File: config.mk
export PLATFORM = sky130hd
export DESIGN_NAME = if_fetch_unit
export DESIGN_NICKNAME = d
export VERILOG_FILES = /design/src/rtl/if_fetch_unit_pkg.sv /design/src/rtl/if_fetch_unit.sv
export SDC_FILE = /design/constraint.sdc
export NUM_CORES = 1
export LEC_CHECK = 0
export CAP_MARGIN = 20
export CORE_MARGIN = 1.5
export CORE_UTILIZATION = 38
export CTS_BUF_LIST = sky130_fd_sc_hd__clkbuf_4 sky130_fd_sc_hd__clkbuf_8
export DETAILED_ROUTE_END_ITERATION = 12
export GPL_TIMING_DRIVEN = 1
export PLACE_DENSITY = 0.92
export SLEW_MARGIN = 20
export SYNTH_ARGS = -nofsm -noshare
export SYNTH_HDL_FRONTEND = slang
export SYNTH_SLANG_ARGS = --single-unit
export TNS_END_PERCENT = 1
File: constraint.sdc
create_clock -name clk -period 1.8 [get_ports clk]
set_input_delay 0.18 -clock clk [delete_from_list [all_inputs] [get_ports clk]]
set_output_delay 0.18 -clock clk [all_outputs]
set_load 0.01 [all_outputs]
File: src/rtl/if_fetch_unit_pkg.sv
`default_nettype none
`timescale 1ns/1ps
// ============================================================================
// Module   : if_pkg
// Purpose  : Shared types and constants for the instruction-fetch unit.
//            fetch_state_t - fetch FSM state encoding (2 bits)
//            NOP_INSTR     - canonical NOP (addi x0,x0,0)
//            PC_INCR       - sequential PC step
// Revision : 1.0 - initial release
// ============================================================================
package if_pkg;

    typedef enum logic [1:0] {
        ISSUE   = 2'd0,   // address phase: imem_req asserted
        WAIT    = 2'd1,   // granted, waiting for the response
        HOLD    = 2'd2,   // instruction buffered and presented to decode
        DISCARD = 2'd3    // a redirect made the outstanding response stale
    } fetch_state_t;

    localparam logic [31:0] NOP_INSTR = 32'h0000_0013;
    localparam logic [31:0] PC_INCR   = 32'd4;

endpackage

`default_nettype wire

File: src/rtl/if_fetch_unit.sv
`default_nettype none
`timescale 1ns/1ps
// ============================================================================
// Module   : if_fetch_unit
// Purpose  : Fetch-stage engine feeding the F side of the IF/ID register.
//            Owns the PC, runs a one-outstanding req/gnt/rvalid handshake
//            to instruction memory, buffers the fetched instruction while
//            decode stalls and applies execute-stage redirects, dropping
//            responses that a redirect made stale.
// Ports    : clk, rst (sync, active-high)
//            stall_f, pc_src_e, pc_target_e[31:0]   - hazard / execute
//            imem_req, imem_addr[31:0]              - request to imem
//            imem_gnt, imem_rvalid, imem_rdata[31:0]- imem handshake
//            pc_f, pc_plus_4_f, instr_f, instr_valid_f - to IF/ID register
//            fetch_cnt, stall_cnt                   - only with the macro
// Config   : `define IF_FETCH_PERF_CNT_EN adds the handoff and stall
//            counters (fetch_cnt / stall_cnt).
// Revision : 1.0 - initial release
// ============================================================================
module if_fetch_unit
    import if_pkg::*;
#(
    parameter logic [31:0] RESET_PC  = 32'h0000_0000,
    parameter logic [31:0] NOP_INSTR = if_pkg::NOP_INSTR
) (
    input  logic        clk,
    input  logic        rst,
    input  logic        stall_f,
    input  logic        pc_src_e,
    input  logic [31:0] pc_target_e,
    output logic        imem_req,
    output logic [31:0] imem_addr,
    input  logic        imem_gnt,
    input  logic        imem_rvalid,
    input  logic [31:0] imem_rdata,
    output logic [31:0] pc_f,
    output logic [31:0] pc_plus_4_f,
    output logic [31:0] instr_f,
    output logic        instr_valid_f
`ifdef IF_FETCH_PERF_CNT_EN
    ,
    output logic [31:0] fetch_cnt,
    output logic [31:0] stall_cnt
`endif
);

    fetch_state_t r_state_q;
    fetch_state_t w_state_d;
    logic [31:0]  r_pc_q;
    logic [31:0]  w_pc_d;
    logic [31:0]  r_instr_q;
    logic [31:0]  w_instr_d;
    logic         r_valid_q;
    logic         w_valid_d;

    logic [31:0]  w_redirect_pc;
    logic         w_unused_tgt_lsbs;

    // Redirect targets are word aligned; the low bits are dropped.
    assign w_redirect_pc     = {pc_target_e[31:2], 2'b00};
    assign w_unused_tgt_lsbs = ^pc_target_e[1:0];

    // ------------------------------------------------------------------
    // Next-state / datapath
    // ------------------------------------------------------------------
    always_comb begin
        w_state_d = r_state_q;
        w_pc_d    = r_pc_q;
        w_instr_d = r_instr_q;
        w_valid_d = r_valid_q;

        // A redirect always wins the PC, whatever the state.
        if (pc_src_e) begin
            w_pc_d = w_redirect_pc;
        end

        case (r_state_q)
            ISSUE: begin
                // Ungranted request simply re-presents the (possibly new) PC.
                if (imem_gnt) begin
                    w_state_d = pc_src_e ? DISCARD : WAIT;
                end
            end
            WAIT: begin
                if (pc_src_e) begin
                    // Response arriving now is for the old PC: drop it.
                    w_state_d = imem_rvalid ? ISSUE : DISCARD;
                end else if (imem_rvalid) begin
                    w_instr_d = imem_rdata;
                    w_valid_d = 1'b1;
                    w_state_d = HOLD;
                end
            end
            HOLD: begin
                if (pc_src_e) begin
                    w_instr_d = NOP_INSTR;
                    w_valid_d = 1'b0;
                    w_state_d = ISSUE;
                end else if (!stall_f) begin
                    // Handoff: IF/ID captures this edge, move to next word.
                    w_pc_d    = r_pc_q + PC_INCR;
                    w_instr_d = NOP_INSTR;
                    w_valid_d = 1'b0;
                    w_state_d = ISSUE;
                end
            end
            DISCARD: begin
                if (imem_rvalid) begin
                    w_state_d = ISSUE;
                end
            end
            default: begin
                w_state_d = ISSUE;
            end
        endcase
    end

    always_ff @(posedge clk) begin
        if (rst) begin
            r_state_q <= ISSUE;
            r_pc_q    <= RESET_PC;
            r_instr_q <= NOP_INSTR;
            r_valid_q <= 1'b0;
        end else begin
            r_state_q <= w_state_d;
            r_pc_q    <= w_pc_d;
            r_instr_q <= w_instr_d;
            r_valid_q <= w_valid_d;
        end
    end

    // Request is masked during reset so nothing is issued in the reset cycle.
    assign imem_req      = (r_state_q == ISSUE) && !rst;
    assign imem_addr     = r_pc_q;
    assign pc_f          = r_pc_q;
    assign pc_plus_4_f   = r_pc_q + PC_INCR;
    assign instr_f       = r_instr_q;
    assign instr_valid_f = r_valid_q;

`ifdef IF_FETCH_PERF_CNT_EN
    // ------------------------------------------------------------------
    // Performance counters
    // ------------------------------------------------------------------
    logic        w_handoff;
    logic        w_hold_stall;
    logic [31:0] r_fetch_cnt_q;
    logic [31:0] w_fetch_cnt_d;
    logic [31:0] r_stall_cnt_q;
    logic [31:0] w_stall_cnt_d;

    assign w_handoff    = (r_state_q == HOLD) && !stall_f && !pc_src_e;
    assign w_hold_stall = (r_state_q == HOLD) &&  stall_f && !pc_src_e;

    always_comb begin
        w_fetch_cnt_d = r_fetch_cnt_q;
        w_stall_cnt_d = r_stall_cnt_q;
        if (w_handoff) begin
            w_fetch_cnt_d = r_fetch_cnt_q + 32'd1;
        end
        if (w_hold_stall) begin
            w_stall_cnt_d = r_stall_cnt_q + 32'd1;
        end
    end

    always_ff @(posedge clk) begin
        if (rst) begin
            r_fetch_cnt_q <= 32'd0;
            r_stall_cnt_q <= 32'd0;
        end else begin
            r_fetch_cnt_q <= w_fetch_cnt_d;
            r_stall_cnt_q <= w_stall_cnt_d;
        end
    end

    assign fetch_cnt = r_fetch_cnt_q;
    assign stall_cnt = r_stall_cnt_q;
`endif

`ifndef SYNTHESIS
    // Responses may only arrive while one is outstanding.
    a_rvalid_in_window: assert property (
        @(posedge clk) disable iff (rst)
        imem_rvalid |-> (r_state_q == WAIT || r_state_q == DISCARD));
`endif

endmodule

`default_nettype wire
==> summary.md, run 1 <==
| Metric | Value |
|---|---|
| Hold Crit Class | in2reg |
| Least-Margin Pin Slew | 422.8 ps |
| Max_cap viols | 0 |
| CTS tree | done |
| Hold buffers post-CTS | 0 |
| Yosys reg bits | 67 |
| Post-Synth XOR/XNOR Area | 0.08378 |
| Port bufs | 197 |
| Worst Setup Start Kind | register |
| Die X | 105.2 um |
| Status | finished, violations left |
| Root Buffer | clkbuf_8 |
| Overall routing resource usage | 0.2808 |
| Largest net degree at the start of global routing | 36 |
| Cells after synthesis | 469 |
| Async S/R FF share, synth | 0 |
| Clock power share | 0.348 |
| Area Growth Syn to Fin | 73.48% |
| Post-synthesis cell type count | 57 |
| Final-stage net count | 776 |
| TritonRoute pass-1 iters | 7 |
| Crit path required time | 1620 ps |
| Post-synthesis mux area share | 0 |
| Pwr/cell area | 605.5 nW/um2 |
| Dpl hpwl | 10880 um |
| I/O Pins | 200 |
| Top FF cell, synth | dfxtp_1 |
| Compound-Gate Fraction of Synth Area | 0.1839 |
| Synth top area share | 0.3376 |
| Switching Fraction | 0.2965 |
| Period utilization | 1.273 |
| Final WS setup | -491.8 ps |
| Post-Synth Adder-Cell Area | 0.003150 |
| Die Y | 105.2 um |
| GRT Residual Overflow | 0 |
| Clock skew | 15.77 ps |
| CP max-delay cell | or4_4 |
| Max-slew violation count | 0 |
| Mapped Nets | 540 |
| Sequential share of the synthesized area | 0.3376 |
| Post-Place Cell Area | 6452 um2 |
| Wirelength per Cell | 18.90 um |
| Critical path's largest stage delay | 460 ps |
| Synth warn | 0 |
| Vias | 4788 |
| Fin crit period | 2292 ps |
| Slew HR | 0.7160 |
| Biggest area consumer among synthesized cells | dfxtp_1 |
| Global-route wire length before repair | 24940 um |
| Highest Clock Rate | 436.3 MHz |
| Clock Tree Buf Depth | 2 |
| VDD IR max | 0.4535 mV |
| Unrepaired setup endpoints after global routing | true |
| Main combinational cell family by area after synthesis | simple AND/OR/NAND/NOR gates |
| Initial antenna violation count | 0 |
| Die area | 11080 um2 |
| Fin. Hold Viols | 0 |
| EDFF count, synth | 0 |
| Drt drc | 0 |
| Reg clk slew, reported paths | 90 ps |
| Worst Path Arrival | 2110 ps |
| Drt initial violations | 285 |
| Final Util | 0.6736 |
| Setup TNS | -7340 ps |
| Core region area | 10230 um2 |
| Starting Density | 0.3883 |
| Worst Path Max Fanout | 3 |
| Remaining antenna violation count after routing | 0 |
| Share of layout cells above drive strength 1 | 0.3014 |
| Clk_lat worst skew | 350 ps |
| WS Path Type | reg2out |
| Final Cell Area | 6892 um2 |
| Pint | 2.936 mW |
| Logic gate share of total power | 0.263 |
| Vias in the first global route | 4999 |
| Largest cells by area after synthesis | dfxtp_1 (34%), buf_4 (6.8%), nor2_1 (6.0%) |
| Antenna fix cells | 0 |
| Num rows | 37 |
| Htree depth | 3 |
| Filler Cells Inserted | 748 |
| Area share of and/or/nand/nor cells after synthesis | 0.2658 |
| Placer Congestion | 0.9577 |
| Sink Count | 67 |
| Leak | 2.678 nW |
| Final Setup Violations | 24 |
| Mean Syn Cell Area | 8.470 um2 |
| Failing checks | negative setup slack |
| Setup crit end kind | output pin |
| Register share of total power | 0.390 |
| CTS Buf Count | 9 |
| NetSw | 1.237 mW |
| Total routed wirelength | 15990 um |
| CP Cell Sequence | nand4_1, buf_4, or4_4, buf_6, nor2_4, xnor2_2, buf_2 |
| Synth Cell Area | 3973 um2 |
| Via density | 5.660 |
-- synth_stat cells, types with 5 or more instances --
cell type / count
a211oi_1: 13
a21oi_1: 5
a22oi_1: 29
a311oi_1: 7
and4_1: 10
buf_2: 8
buf_4: 36
clkbuf_1: 26
dfxtp_1: 67
inv_1: 12
nand2_1: 28
nand3_1: 13
nand4_1: 23
nor2_1: 64
nor3_1: 6
nor4_1: 9
o21ai_0: 5
xnor2_1: 26
xor2_1: 12
-- cells in the final DEF, fill, tap and decap left out, types with 4 or more instances in the layout --
master           count
o21ai_0              5
xnor2_1             24
nor3_1               5
nand3_2              4
a22oi_1             29
nor3_2               4
clkdlybuf4s15_2      6
clkdlybuf4s50_1    167
nor4_2               5
and4_1               7
nor4_4               6
dfxtp_1             50
nor2_1              60
a21oi_1              5
nand3_1              9
clkbuf_8             9
nand2_1             27
a211oi_1            13
a311oi_1             6
nand4_1             23
o22ai_1              4
buf_6                6
xor2_1              10
dfxtp_4              4
buf_2               19
inv_1               12
buf_4               92
dfxtp_2             13
-- through the flow --
stage	cells	power [mW]	setup WS (ps)	hold WS (ps)
global route	846	4.303	-535.5	311.2
floorplan	469	2.152	-23.81	314.3
global placement	819	2.710	-352.5	453.7
finish	846	4.173	-491.8	309.0
CTS	845	4.170	-432.4	277.6
detailed placement	819	2.749	-454.7	458.1
-- routing by layer --
metal  part of all wire  GRT usage  wire, um
met5                  0          0         0
met1               0.35     0.2937      5637
met4              0.042     0.1546       672
met2               0.51     0.5075      8177
met3              0.094    0.07607      1502
-- worst paths after layout --
path,slack (ps),cells past startpoint,start,to
max,-490,7,imem_addr[14],pc_plus_4_f[20]
min,310,3,rst,instr_f[0]
max reg2reg,-140,6,imem_addr[6],imem_addr[23]
min reg2reg,480,2,instr_f[0],instr_f[0]
-- timing repair --
item	in CTS	in global routing
resized for setup	125	16
gates cloned	2	0
pin swaps	13	11
endpoints found under the setup margin	33	41
setup buffers	8	1
-- critical path, delay by kind of cell, from the launching register on --
kind,cells,cell delay (ps)
buffers and inverters,3,510
xor gates and xnor gates,1,120
DFF,1,350
and+or+nand+nor,3,780
-- cell families (layout without fill, tap and decap cells) --
group                      after synthesis  after routing
DFF                                     67             67
xor gates and xnor gates                38             38
and+or+nand+nor                        185            185
AOI/OAI and AO/OA                       90             90
adders and majority gates                1              1
buffers and inverters                   88            329
-- cell type report --
class / count / area (um2) / share of cell area
repair buffers: 299 / 2734 / 0.3967
multi-input cells: 314 / 2338 / 0.3393
flip-flops and latches: 67 / 1373 / 0.1992
well taps: 136 / 170.2 / 0.02469
clock buffers: 9 / 123.9 / 0.01797
clock inverters: 7 / 100.1 / 0.01452
inverters: 14 / 52.55 / 0.007625
-- registers in the layout (all words and copies together) (netlist names) --
register	cells
imem_addr	32
instr_f	32
instr_valid_f	1
r_state_q	2
-- power by group through the flow --
stage	Combinational [mW]	Sequential, mW	Clock, mW
final	1.10	1.63	1.45
after detailed placement	1.10	1.65	0
after global placement	1.07	1.64	0
after floorplan	0.463	1.69	0
after global routing	1.16	1.63	1.52
after CTS	1.08	1.62	1.47
Power figures use the tool's default switching activity.
==> run 2: changes to the inputs <==
--- a/config.mk
+++ b/config.mk
@@ -6,12 +6,15 @@
 export NUM_CORES = 1
 export LEC_CHECK = 0
 export CAP_MARGIN = 20
+export CELL_PAD_IN_SITES_DETAIL_PLACEMENT = 2
+export CELL_PAD_IN_SITES_GLOBAL_PLACEMENT = 2
 export CORE_MARGIN = 1.5
-export CORE_UTILIZATION = 38
+export CORE_UTILIZATION = 20
 export CTS_BUF_LIST = sky130_fd_sc_hd__clkbuf_4 sky130_fd_sc_hd__clkbuf_8
 export DETAILED_ROUTE_END_ITERATION = 12
+export GPL_ROUTABILITY_DRIVEN = 0
 export GPL_TIMING_DRIVEN = 1
-export PLACE_DENSITY = 0.92
+export PLACE_DENSITY = 0.9
 export SLEW_MARGIN = 20
 export SYNTH_ARGS = -nofsm -noshare
 export SYNTH_HDL_FRONTEND = slang
==> run 2 against run 1 <==
  * The run still ends with negative setup slack left
  * Clock power is 3% lower
  * Flip-flop and latch count unchanged
  * Critical endpoint is now pc_plus_4_f[30]
  * Final cell count grew 17%
  * Power increased by 0.42%
  * Sequential share of layout area shrank 0.71 points
==> summary.md, run 2 (same netlist as run 1, synthesis figures left out) <==
| Metric | Value |
|---|---|
| Largest net degree at the start of global routing | 38 (+5.6%) |
| Clk_lat worst skew | 370 ps (+20 ps) |
| Htree depth | 3 (unchanged) |
| Pwr/cell area | 586.2 nW/um2 (-3.2%) |
| Reg clk slew, reported paths | 90 ps (about the same) |
| Clock Tree Buf Depth | 2 (unchanged) |
| Fin cells | 988 (+17%) |
| Clock skew | 12.83 ps (-2.941 ps) |
| Wirelength per Cell | 20.87 um (+10%) |
| WS Path Type | reg2out |
| Area Growth Syn to Fin | 79.94% |
| Worst Setup Start Kind | register |
| Via density | 4.785 (-15%) |
| Sink Count | 67 (unchanged) |
| Critical path's largest stage delay | 370 ps (-90 ps) |
| Place WS | -486.3 ps (-31.62 ps) |
| Vias in the first global route | 5306 (+6.1%) |
| Max-slew violation count | 0 (unchanged) |
| Port bufs | 197 (unchanged) |
| Die area | 20720 um2 (+87%) |
| VDD IR max | 0.3932 mV (-13%) |
| Overall routing resource usage | 0.1944 (-0.08636) |
| Core region area | 19460 um2 (+90%) |
| Period utilization | 1.252 (-0.02110) |
| Most frequent cells in the layout | clkdlybuf4s50_1 (165), buf_4 (102), nor2_1 (60), dfxtp_1 (50), a22oi_1 (29) |
| Drt initial violations | 129 (-55%) |
| CTS Buf Count | 9 (unchanged) |
| Global-route wire length before repair | 30590 um (+23%) |
| Final WS setup | -453.8 ps (+37.97 ps) |
| Placed cells | 964 (+18%) |
| Slew HR | 0.6780 (-0.03795) |
| Final-stage net count | 789 (+1.7%) |
| Starting Density | 0.2041 (-0.1842) |
| Remaining antenna violation count after routing | 0 (unchanged) |
| Crit path required time | 1620 ps (about the same) |
| I/O Pins | 200 (unchanged) |
| Initial antenna violation count | 1 (+1) |
| Hold buffers post-CTS | 0 (unchanged) |
| Num rows | 51 (+38%) |
| Drt drc | 0 (unchanged) |
| Dpl hpwl | 15190 um (+40%) |
| CP max-delay cell | dfxtp_2 |
| Die X | 143.9 um (+37%) |
| Antenna fix cells | 0 (unchanged) |
| CP Cell Sequence | nand4_1, buf_4, nor4_4, nand3_2, xnor2_2, clkdlybuf4s15_2 |
| Least-Margin Pin Slew | 479.0 ps (+56.19 ps) |
| CTS tree | done |
| Max_cap viols | 0 (unchanged) |
| TritonRoute pass-1 iters | 4 (-3) |
| Commonest non-fill, non-tap cell in the layout | clkdlybuf4s50_1 |
| Setup crit end kind | output pin |
| Fin crit period | 2254 ps (-37.98 ps) |
| Final Setup Violations | 28 (+17%) |
| Status | finished, violations left |
| Vias | 4728 (-1.3%) |
| Die Y | 143.9 um (+37%) |
| Worst Path Max Fanout | 4 (+1) |
| GRT Residual Overflow | 0 (unchanged) |
| Highest Clock Rate | 443.7 MHz (+1.7%) |
| Share of layout cells above drive strength 1 | 0.3195 (+0.01809) |
| Leak | 2.787 nW (+4.1%) |
| Setup TNS | -8171 ps (-831.4 ps) |
| Fin. Hold Viols | 0 (unchanged) |
| Failing checks | negative setup slack |
| Worst Path Arrival | 2070 ps (-40 ps) |
| Unrepaired setup endpoints after global routing | true |
| Total routed wirelength | 20620 um (+29%) |
| Hold Crit Class | in2reg |
| Root Buffer | clkbuf_8 |
-- run 2: cell count changes in the layout (fill, tap and decap cells not counted), moves of 2 or more --
cell / previous run / this run
buf_4: 92 / 102
buf_6: 6 / 10
clkdlybuf4s15_2: 6 / 9
dlymetal6s2s_1: 0 / 3
a211oi_1: 13 / 11
a211oi_2: 2 / 4
clkdlybuf4s50_1: 167 / 165
dlygate4sd2_1: 3 / 1
nor3_2: 4 / 2
-- run 2: repair_timing --
item	CTS	global route
buffers inserted	7	1
endpoints found under the setup margin	37	49
resized for setup	119	31
pin swaps	16	13
-- run 2: cell type report --
| cell class | count | area (um2) |
|---|---|---|
| Timing Repair Buffer | 312 | 2833 |
| Clock inverter | 7 | 83.83 |
| Sequential cell | 67 | 1373 |
| Tap cell | 265 | 331.6 |
| Inverter | 14 | 52.55 |
| Fill cell | 2154 | 12310 |
| Multi-Input combinational cell | 314 | 2351 |
| Clock buffer | 9 | 123.9 |
-- run 2: metal layers --
layer / wire [um] / global-route usage / share of wire / vias to the layer above
li1: - / - / - / 2160
met1: 7722 / 0.2050 / 0.37 / 2354
met2: 11060 / 0.3604 / 0.54 / 171
met3: 1274 / 0.04965 / 0.062 / 41
met4: 546 / 0.08754 / 0.026 / 2
met5: 8 / 0 / 0.00039 / -
-- run 2: critical path: cells and delay by family (launching register included) --
kind,cells,cell delay (ps)
xor gates and xnor gates,1,200
buffers and inverters,2,480
DFF,1,370
and+or+nand+nor,3,640
-- run 2: worst paths after layout --
kind | start | endpoint | depth (start not counted) | slack (ps)
setup reg to reg | imem_addr[2] | imem_addr[24] | 9 | -90
hold reg to reg | instr_f[0] | instr_f[0] | 2 | 510
hold / removal | rst | instr_f[1] | 3 | 150
setup / recovery | imem_addr[15] | pc_plus_4_f[30] | 6 | -450
-- run 2: per-stage QoR --
step	cell area, um2	utilization	power (mW)	hold slack (ps)
4_1_cts	7039	0.3617	4.222	155.2
3_5_place_dp	6746	0.3466	2.827	480.8
2_1_floorplan	4090	-	2.152	314.3
5_1_grt	7148	0.3673	4.381	173.8
6_report	7148	0.3673	4.190	153.5
3_3_place_gp	6746	0.3466	2.772	457.1
-- run 2: where the power goes --
| group | total [mW] | switching (mW) | internal [mW] |
|---|---|---|---|
| Sequential | 1.62 | 0.0679 | 1.55 |
| Combinational | 1.17 | 0.550 | 0.621 |
| Clock | 1.40 | 0.734 | 0.664 |
| Total | 4.19 | 1.35 | 2.84 |
